[src/rtl/count_sequencer.sv]
// Load/count-down sequencer driving an external down counter; reports
// done on a correct count, or error on an early/late zero or a timeout.
module count_sequencer #(
  parameter int MARGIN = 2
) (
  input  logic       clock,
  input  logic       reset,
  input  logic       req_valid,
  output logic       req_ready,
  input  logic [3:0] req_value,
  output logic       latch,
  output logic       dec,
  input  logic       zero,
  output logic       busy,
  output logic       done,
  output logic       error,
  output logic [4:0] cycles
);

  typedef enum logic [2:0] {
    IDLE,
    LOAD,
    SETTLE,
    COUNT,
    DONE,
    ERR
  } state_t;

  state_t     state;
  state_t     state_next;
  logic [3:0] value_q;
  logic [4:0] count_q;
  logic [4:0] limit;
  logic       accept;
  logic       finishing;

  // Five-bit sum so value 15 plus margin 15 cannot wrap.
  assign limit     = {1'b0, value_q} + 5'(MARGIN);
  assign accept    = req_valid & req_ready;
  assign finishing = (state == COUNT) && (zero || (count_q == limit));

  always_ff @(posedge clock) begin
    if (reset) begin
      state   <= IDLE;
      value_q <= 4'd0;
      count_q <= 5'd0;
      cycles  <= 5'd0;
    end else begin
      state <= state_next;
      if (accept) begin
        value_q <= req_value;
        count_q <= 5'd0;
      end else if (dec) begin
        count_q <= count_q + 5'd1;
      end
      if (finishing) begin
        cycles <= count_q;
      end
    end
  end

  always_comb begin
    state_next = state;
    req_ready  = 1'b0;
    busy       = 1'b1;
    latch      = 1'b0;
    dec        = 1'b0;
    done       = 1'b0;
    error      = 1'b0;
    case (state)
      IDLE: begin
        busy      = 1'b0;
        req_ready = ~reset;
        if (req_valid && !reset) begin
          state_next = LOAD;
        end
      end
      LOAD: begin
        latch      = 1'b1;
        state_next = SETTLE;
      end
      SETTLE: begin
        state_next = COUNT;
      end
      COUNT: begin
        // Zero takes priority; the timeout suppresses the final decrement.
        if (zero) begin
          state_next = (count_q == {1'b0, value_q}) ? DONE : ERR;
        end else if (count_q == limit) begin
          state_next = ERR;
        end else begin
          dec = 1'b1;
        end
      end
      DONE: begin
        done       = 1'b1;
        state_next = IDLE;
      end
      ERR: begin
        error      = 1'b1;
        state_next = IDLE;
      end
      default: begin
        state_next = IDLE;
      end
    endcase
  end

endmodule

[config.mk]
export PLATFORM = sky130hd
export DESIGN_NAME = count_sequencer
export DESIGN_NICKNAME = d
export VERILOG_FILES = /design/src/rtl/count_sequencer.sv
export SDC_FILE = /design/constraint.sdc
export NUM_CORES = 1
export LEC_CHECK = 0
export ABC_CLOCK_PERIOD_IN_PS = 5200
export BUFFER_PORTS_ARGS = -buffer_cell sky130_fd_sc_hd__buf_4
export CAP_MARGIN = 20
export CELL_PAD_IN_SITES_DETAIL_PLACEMENT = 2
export CELL_PAD_IN_SITES_GLOBAL_PLACEMENT = 2
export CORE_UTILIZATION = 33
export DETAILED_ROUTE_END_ITERATION = 16
export PLACE_DENSITY_LB_ADDON = 0.1
export SLEW_MARGIN = 20
export SYNTH_ARGS = -nofsm -noshare
export SYNTH_HDL_FRONTEND = slang
export SYNTH_SLANG_ARGS = --single-unit
[constraint.sdc]
create_clock -name clock -period 5.2 [get_ports clock]
set_clock_uncertainty 0.1 [all_clocks]
set_input_delay 0.52 -clock clock [delete_from_list [all_inputs] [get_ports clock]]
set_output_delay 0.52 -clock clock [all_outputs]
set_load 0.05 [all_outputs]
# After elaboration in Yosys (flattened, before gate mapping)
# Index checks and enable logic that the tools add are counted.
# classes
addsub	2
n_eq_ne	9
mux	13
bitwise_logic	2
reduce_logical	7
# op_table
operator	n
one-hot mux 3 bit (4 select lines)	1
two-way mux 1 bit	9
two-way mux 3 bit	3
equality test 3 x 2 -> 1 bit, second input constant	2
equality test 3 bit, second input constant	2
adder 4 x 2 -> 5 bit, second input constant	1
adder 5 x 1 -> 5 bit, second input constant	1
equality test 5 x 4 -> 1 bit	1
equality test 5 bit	1
equality test 3 x 1 -> 1 bit, second input constant	1
zero test 3 bit	1
!= test 3 x 2 -> 1 bit, second input constant	1
logical AND 1 bit	2
!= test 2 bit, second input constant	1
AND reduction 2 bit	1
OR reduction 2 bit	1
bitwise AND 1 bit	1
zero test 1 bit	1
logical OR 1 bit	1
inverter 1 bit	1
# word_totals
regBits	17
in_bits	8
output_inout_bits	11

# Logic depth before layout (Yosys ltp)
# Gate-level depths: netlist of the first run.
# logic_depth
ltp_word	5
mapped_depth	8
ltp_nobuf	6

# Worst setup path after synthesis of the first run
# No wires, ideal clock.
# synth_path
kind	register to register
startpoint	register state[0]
endpoint	register count_q[0]
arrival_ns	2.277
path_slack_ns	2.704
stages_incl_launch_ff	6
n_path_buf	0
synth_period_minus_slack_ns	2.496
cell_sequence	dfxtp_1 -> or3_1 -> nor2_1 -> nand2_1 -> nand2b_1 -> nor2_1
# synth_between
elab_chain_cells	4
# synth_rtl
element	line_no	text
start: declaration	29	state_t state;
start signal: assignment	49	state <= state_next;
zero test 3 bit	70	case (state)
two-way mux 1 bit	70	
named net req_ready	9	output logic req_ready,
bitwise AND 1 bit	39	assign accept = req_valid & req_ready;
OR reduction 2 bit (no line)	--	
end signal: assignment	54	count_q <= count_q + 5'd1;
end: declaration	32	logic [4:0] count_q;
# The timed path passes the listed nets, and every way through them passes these cells.
# A chain may end at the register's enable or synchronous reset.

# Worst setup path after layout of the first run
# layout_path
startpoint	register value_q[2]
endpoint	output dec
# layout_between
elab_chain_cells	5
# layout_rtl
element	line_no	text
start: declaration	31	logic [3:0] value_q;
start signal: assignment	51	value_q <= req_value;
adder 4 x 2 -> 5 bit	38	assign limit = {1'b0, value_q} + 5'(MARGIN);
equality test 5 bit	89	end else if (count_q == limit) begin
two-way mux 1 bit	89	
two-way mux 1 bit	87	if (zero) begin
two-way mux 1 bit	70	
end: declaration	12	output logic dec,
# No other way between the ends.

==> metrics.log, run 1 <==
INFO  metric run_status = complete, no violations
INFO  metric synth_warnings = 0
INFO  metric timing_max_transition_violations_final = 0
INFO  metric gp_routability_congestion = 0.704
INFO  metric clock_tree_root = clkbuf_4
INFO  metric placementRows = 18
INFO  metric crit_path_start = value_q[2]
INFO  metric fin_util = 42.3%
INFO  metric htreeDepth = 1
INFO  metric start_kind = flip-flop
INFO  metric grt_start_max_net_pins = 20
INFO  metric cts-buffers-inserted = 3
INFO  metric wire_length_of_the_first_global_routing_pass = 3630 µm
INFO  metric layout.cells.most_common = buf_4
INFO  metric irDropWorstVdd = 0.149 mV
INFO  metric leakage_power = 0.442 nW
INFO  metric drt_pass1_iterations = 3
INFO  metric starting_density = 35.5%
INFO  metric drc = 0
INFO  metric ctsLongestPathBuffers = 2
INFO  metric setup_repair_after_global_routing_missed_its_margin = false
INFO  metric top_library_cells_by_usage_in_the_layout_fill_and_taps_aside = 18 x buf_4, 17 x dfxtp_1, 10 x nand2b_1
INFO  metric final_cell_count_no_fill = 147
INFO  metric critPathArrivalTime = 1.90 ns
INFO  metric hold_path.startpoint = req_value[3]
INFO  metric minimum_hold_slack = 0.381 ns
INFO  metric yosysTopAreaCell = dfxtp_1
INFO  metric first_global_vias = 781
INFO  metric timing.critical_path.required = 4.58 ns
INFO  metric synth_top_flop_cell = dfxtp_1
INFO  metric route.vias.total = 753
INFO  metric power.internal = 0.186 mW
INFO  metric routed_wirelength = 2180 µm
INFO  metric synthArstFlopShare = 0%
INFO  metric tritoncts_num_sinks = 17
INFO  metric ys_types = 31
INFO  metric drive_gt1_share = 20.5%
INFO  metric area_growth_syn_to_layout = 19.0%
INFO  metric syn_nets = 109
INFO  metric finalCriticalPeriod = 2.52 ns
INFO  metric global_route.usage.total = 18.1%
INFO  metric synth_cells = 99
INFO  metric diodes = 0
INFO  metric min_path_type = primary input to flip-flop
INFO  metric pwr-share-seq = 52.6%
INFO  metric cts_setup_buffers = 0
INFO  metric synth_top_cells_by_area = dfxtp_1 38%, nand2b_1 7.0%, mux2i_1 6.7%
INFO  metric first_iter_violations = 1
INFO  metric critPathCaptureType = output port
INFO  metric final_nets = 128
INFO  metric timing.setup.critical_path_class = flip-flop to output port
INFO  metric combined_area_of_all_synthesized_cells = 896 µm²
INFO  metric report.final.setup_viol = 0
INFO  metric route.detailed.wl_per_inst = 14.8 µm
INFO  metric synthesis.area_per_instance = 9.05 µm²
INFO  metric cts-resized-gates = 0
INFO  metric core_region_area = 2520 µm²
INFO  metric clkLatencyLatePin = 0.29 ns
INFO  metric final_min_period_over_clock_period = 48.5%
INFO  metric tritoncts = yes
INFO  metric number_of_flops_mapped_to_enable_cells_by_yosys = 0
INFO  metric die_height = 54.1 µm
INFO  metric setup_tns = 0 ns
INFO  metric p_sw_share = 31.4%
INFO  metric worst-path-max-fanout = 4
INFO  metric dpl.cell_count = 143
INFO  metric clk_transition_reported_paths = 0.10 ns
INFO  metric worst_slew_margin_rel = 73.9%
INFO  metric hold_buffers = 0
INFO  metric switching_power = 0.0853 mW
INFO  metric final_hold_viol_count = 0
INFO  metric globalRoute.totalOverflow = 0
INFO  metric drt-vias-per-instance = 5.12
INFO  metric grt_antenna_before_repair = 0
INFO  metric io_pins = 19
INFO  metric number_of_flip_flops_and_latches_in_the_synthesized_netlist = 17
INFO  metric power_frac_clock = 26.7%
INFO  metric max-cap-violations = 0
INFO  metric die-area = 2930 µm²
INFO  metric chipWidth = 54.1 µm
INFO  metric synth.yosys.seq_area_share = 38.0%
INFO  metric detail-route-antenna-nets = 0
INFO  metric regToRegStartpoint = value_q[2]
INFO  metric max_freq = 397 MHz
INFO  metric synth_top_area_share = 38.0%
INFO  metric totalPowerFinal = 0.271 mW
INFO  metric worst_slew_pin_slew = 0.392 ns
INFO  metric cell_pwr_density = 255 nW/µm²
INFO  metric dp_hpwl = 1670 µm
INFO  metric share_comb_of_total_power = 20.7%
INFO  metric port_buffer_count = 18
-- sequential cells by signal, summed over array words and instances (netlist names) --
register,count
value_q,4
cycles,5
state,3
count_q,5
-- power groups by stage --
stage	combinational [mW]	clock [mW]	sequential, mW
after global routing	0.0609	0.0846	0.144
final	0.0561	0.0725	0.143
after detailed placement	0.0565	0	0.146
after global placement	0.0547	0	0.145
after floorplan	0.0420	0	0.144
after CTS	0.0569	0.0778	0.143
-- cell type report --
class / count / area (µm²)
timing repair buffer: 18 / 135
tap: 30 / 37.5
inverter: 5 / 18.8
sequential: 17 / 340
clock inverter: 1 / 5.00
clock buffer: 3 / 22.5
fill: 291 / 1460
multi-input combinational: 73 / 507
-- critical path, cell delays in order (launching register included) --
cell      delay [ns]
dfxtp_1         0.42
ha_1            0.28
xor2_1          0.14
nor3_1          0.09
a311oi_2        0.40
buf_4           0.28
-- layer usage --
layer | vias to the layer above | global-route usage (%) | routed length [µm]
met5 | - | 0 | 0
met2 | 13 | 33.5 | 1150
met1 | 364 | 19.7 | 936
met3 | 2 | 4.24 | 70
li1 | 374 | - | -
met4 | 0 | 6.41 | 15
-- synth_stat cells, types with 2 or more instances --
cell      number
clkbuf_1       2
xor2_1         4
nor3_1         2
ha_1           2
xnor2_1        4
or3_1          4
a21oi_1        3
nand2_1        3
nand2b_1      10
inv_1          5
nor2b_1        3
nor2_1         5
o21ai_0        7
buf_6          2
nand4_1        2
mux2i_1        6
dfxtp_1       17
nand3b_1       5
-- path summary, 6_finish.rpt --
path	endpoint	slack, ns	cells after the start
max	dec	2.68	5
min	value_q[3]	0.38	3
max reg2reg	cycles[1]	2.94	6
min reg2reg	cycles[3]	0.38	2
-- cell families after synthesis --
group	Yosys count	synth area share (%)
xor gates and xnor gates	8	7.82
AOI/OAI and AO/OA	16	12.0
muxes	6	6.70
DFF	17	38.0
adders and majority gates	2	2.79
buffers and inverters	9	5.45
and+or+nand+nor	41	27.2
-- stage by stage --
step / setup WS (ns) / area, µm²
2_1_floorplan: 2.70 / 896
3_3_place_gp: 3.06 / 1040
3_5_place_dp: 2.95 / 1040
4_1_cts: 2.65 / 1070
5_1_grt: 2.50 / 1070
6_report: 2.68 / 1070
Note: power is estimated with default switching activity, not from simulation.
==> inputs of run 2 (changes only) <==
Settings changed: ABC_AREA set to 1, ABC_CLOCK_PERIOD_IN_PS 5200 to 2100, CORE_UTILIZATION 33 to 26.
Clock period 5.2 ns to 2.1 ns, I/O delays scaled along.
==> run 2 against run 1 <==
  * Utilization is 8.5 points lower
  * Routed wire length up 28%
  * Flip-flop and latch count stayed put
  * Synthesized cell count grew 33%
  * Global-route usage is 1.5 points lower
  * Total power increased to 2.8 times the previous value
  * Via count rose by 24%
  * Register-to-register slack lost 2.5 ns
  * Clock power grew to 2.6 times the previous value
  * Combinational power rose to 3.8 times the previous value
==> metrics.log, run 2 <==
INFO  metric synth_top_area_share = 37.2% (-0.78 points)
INFO  metric clkLatencyLatePin = 0.30 ns (about the same)
INFO  metric worst-r2r-cell-count = 8 (+2)
INFO  metric detail-route-antenna-nets = 0 (unchanged)
INFO  metric chipWidth = 61.3 µm (+13%)
INFO  metric timing.critical_path.required = 1.79 ns (-2.79 ns)
INFO  metric timing_max_transition_violations_final = 0 (unchanged)
INFO  metric top_library_cells_by_usage_in_the_layout_fill_and_taps_aside = 28 x nand2_1, 20 x buf_4, 18 x nand3_1
INFO  metric synth_cells = 132 (+33%)
INFO  metric synth_top_cells_by_area = dfxtp_1 37%, nand2_1 11%, nand3_1 9.8%
INFO  metric grt_start_max_net_pins = 12 (-40%)
INFO  metric drive_gt1_share = 24.2% (+3.7 points)
INFO  metric clock_tree_root = clkbuf_4
INFO  metric report.final.setup_viol = 0 (unchanged)
INFO  metric die_height = 61.3 µm (+13%)
INFO  metric drc = 0 (unchanged)
INFO  metric routed_wirelength = 2780 µm (+28%)
INFO  metric final_hold_viol_count = 0 (unchanged)
INFO  metric route.detailed.wl_per_inst = 14.0 µm (-5.5%)
INFO  metric clk_transition_reported_paths = 0.11 ns (about the same)
INFO  metric layout.cells.most_common = nand2_1
INFO  metric worst_slew_margin_rel = 67.7% (-6.2 points)
INFO  metric dp_hpwl = 2220 µm (+34%)
INFO  metric synthesis.area_per_instance = 6.93 µm² (-23%)
INFO  metric ctsLongestPathBuffers = 2 (unchanged)
INFO  metric io_pins = 19 (unchanged)
INFO  metric critPathArrivalTime = 1.68 ns (-0.22 ns)
INFO  metric port_buffer_count = 18 (unchanged)
INFO  metric crit_path_start = value_q[1]
INFO  metric die-area = 3760 µm² (+28%)
INFO  metric gp_routability_congestion = 0.777 (+10%)
INFO  metric grt_antenna_before_repair = 0 (unchanged)
INFO  metric max-cap-violations = 0 (unchanged)
INFO  metric synth.yosys.seq_area_share = 37.2% (-0.78 points)
INFO  metric core_region_area = 3360 µm² (+33%)
INFO  metric cell_pwr_density = 668 nW/µm² (+160%)
INFO  metric syn_nets = 142 (+30%)
INFO  metric tritoncts = yes
INFO  metric totalPowerFinal = 0.758 mW (+180%)
INFO  metric cell_with_the_most_instances_after_synthesis = nand2_1
INFO  metric tritoncts_num_sinks = 17 (unchanged)
INFO  metric first_global_vias = 948 (+21%)
INFO  metric max_freq = 504 MHz
INFO  metric number_of_flops_mapped_to_enable_cells_by_yosys = 0 (unchanged)
INFO  metric largest_registers = count_q (5), cycles (5), value_q (4)
INFO  metric wire_length_of_the_first_global_routing_pass = 4320 µm (+19%)
INFO  metric placementRows = 21 (+3)
INFO  metric ys_types = 20 (-35%)
INFO  metric min_path_type = primary input to flip-flop
INFO  metric regToRegStartpoint = value_q[1]
INFO  metric route.vias.total = 933 (+24%)
INFO  metric global_route.usage.total = 16.6% (-1.5 points)
INFO  metric synth.cells.most_frequent = 28 x nand2_1, 18 x nand3_1, 17 x dfxtp_1, 14 x inv_1, 13 x nor2_1
INFO  metric cts-buffers-inserted = 3 (unchanged)
INFO  metric final_nets = 164 (+28%)
INFO  metric worst_hold_path.num_cells = 2 (-1)
INFO  metric starting_density = 27.2% (-8.3 points)
INFO  metric leakage_power = 0.503 nW (+14%)
INFO  metric irDropWorstVdd = 0.274 mV (+84%)
INFO  metric area_growth_syn_to_layout = 24.1%
INFO  metric number_of_flip_flops_and_latches_in_the_synthesized_netlist = 17 (unchanged)
INFO  metric synthArstFlopShare = 0% (unchanged)
INFO  metric setup_tns = 0 ns (unchanged)
INFO  metric htreeDepth = 1 (unchanged)
INFO  metric start_kind = flip-flop
INFO  metric worst-path-max-fanout = 5 (+1)
INFO  metric minimum_hold_slack = 0.00980 ns (-0.372 ns)
INFO  metric drt-vias-per-instance = 4.69 (-8.5%)
INFO  metric timing.setup.critical_path_class = flip-flop to output port
INFO  metric critPathCaptureType = output port
INFO  metric hold_path.startpoint = reset
INFO  metric finalCriticalPeriod = 1.99 ns
INFO  metric combined_area_of_all_synthesized_cells = 915 µm² (+2.1%)
INFO  metric yosysTopAreaCell = dfxtp_1
INFO  metric synth_top_flop_cell = dfxtp_1
INFO  metric hold_buffers = 0 (unchanged)
INFO  metric worst_slew_pin_slew = 0.482 ns (+0.0898 ns)
INFO  metric globalRoute.totalOverflow = 0 (unchanged)
INFO  metric diodes = 0 (unchanged)
INFO  metric synth_warnings = 0 (unchanged)
INFO  metric run_status = complete, no violations
INFO  metric final_min_period_over_clock_period = 94.5%
INFO  metric first_iter_violations = 6 (+5)
INFO  metric drt_pass1_iterations = 3 (unchanged)
INFO  metric num-fill-cells = 436 (+50%)
run 2: cell count changes after synthesis, moves of 5 or more:
cell	previous run	this run
mux2i_1	6	0
nand2b_1	10	0
a21oi_1	3	9
nand3_1	1	18
nand2_1	3	28
nor2_1	5	13
inv_1	5	14
nand3b_1	5	0
run 2: repair_timing:
| action | in CTS | in global routing |
|---|---|---|
| buffers inserted | 1 | 0 |
| pin swaps | 0 | 1 |
| resized for setup | 3 | 1 |
| endpoints found under the setup margin | 1 | 1 |
run 2: path summary, 6_finish.rpt:
kind	endpoint	slack, ns
worst max-delay path	dec	0.11
worst min-delay path	state[2]	0.01
worst max register to register	cycles[2]	0.41
worst min register to register	cycles[1]	0.40
run 2: critical path: stages, from the launching register on:
cell and delay [ns]:
dfxtp_2 0.36, ha_1 0.30, xor2_1 0.15, nor2_2 0.13
nand3_4 0.12, nand2_4 0.09, inv_2 0.04, buf_4 0.18
run 2: through the flow:
step           cell area (µm²)  utilization [%]  setup slack (ns)  std cells
2_1_floorplan              915                -             0.254        132
5_1_grt                   1130             33.7         -0.000935        199
3_5_place_dp              1080             32.3             0.278        194
4_1_cts                   1130             33.5            0.0462        199
3_3_place_gp              1080             32.3             0.364        194
6_report                  1130             33.7             0.115        199
run 2: cells by family after synthesis:
| logic type | Yosys count | synth area share [%] |
|---|---|---|
| AND/OR/NAND/NOR | 70 | 35.2 |
| buffers and inverters | 20 | 10.3 |
| AO/OA/AOI/OAI | 19 | 10.8 |
| flip-flops | 17 | 37.2 |
| XOR/XNOR | 4 | 3.83 |
| adder cells (fa/ha/maj) | 2 | 2.74 |
run 2: cell type report:
cell class                      instances  area (µm²)  area share (%)
Clock buffer                            3        22.5            1.98
Clock inverter                          1        5.00           0.441
Inverter                               17        63.8            5.62
Multi-Input combinational cell         95         493            43.4
Sequential cell                        17         343            30.2
Tap cell                               46        57.6            5.07
Timing Repair Buffer                   20         150            13.2
run 2: routing by layer:
metal,up-vias,part of all wire (%),GRT usage (%)
li1,468,-,-
met4,0,1.0,6.82
met2,13,50,29.7
met5,-,0,0
met3,4,2.2,1.89
met1,448,46,20.1
run 2: power breakdown:
group,switching [mW],internal (mW),total (mW)
logic,0.146,0.0669,0.213
clock network,0.114,0.0709,0.185
registers,0.0185,0.342,0.361
total,0.279,0.480,0.758
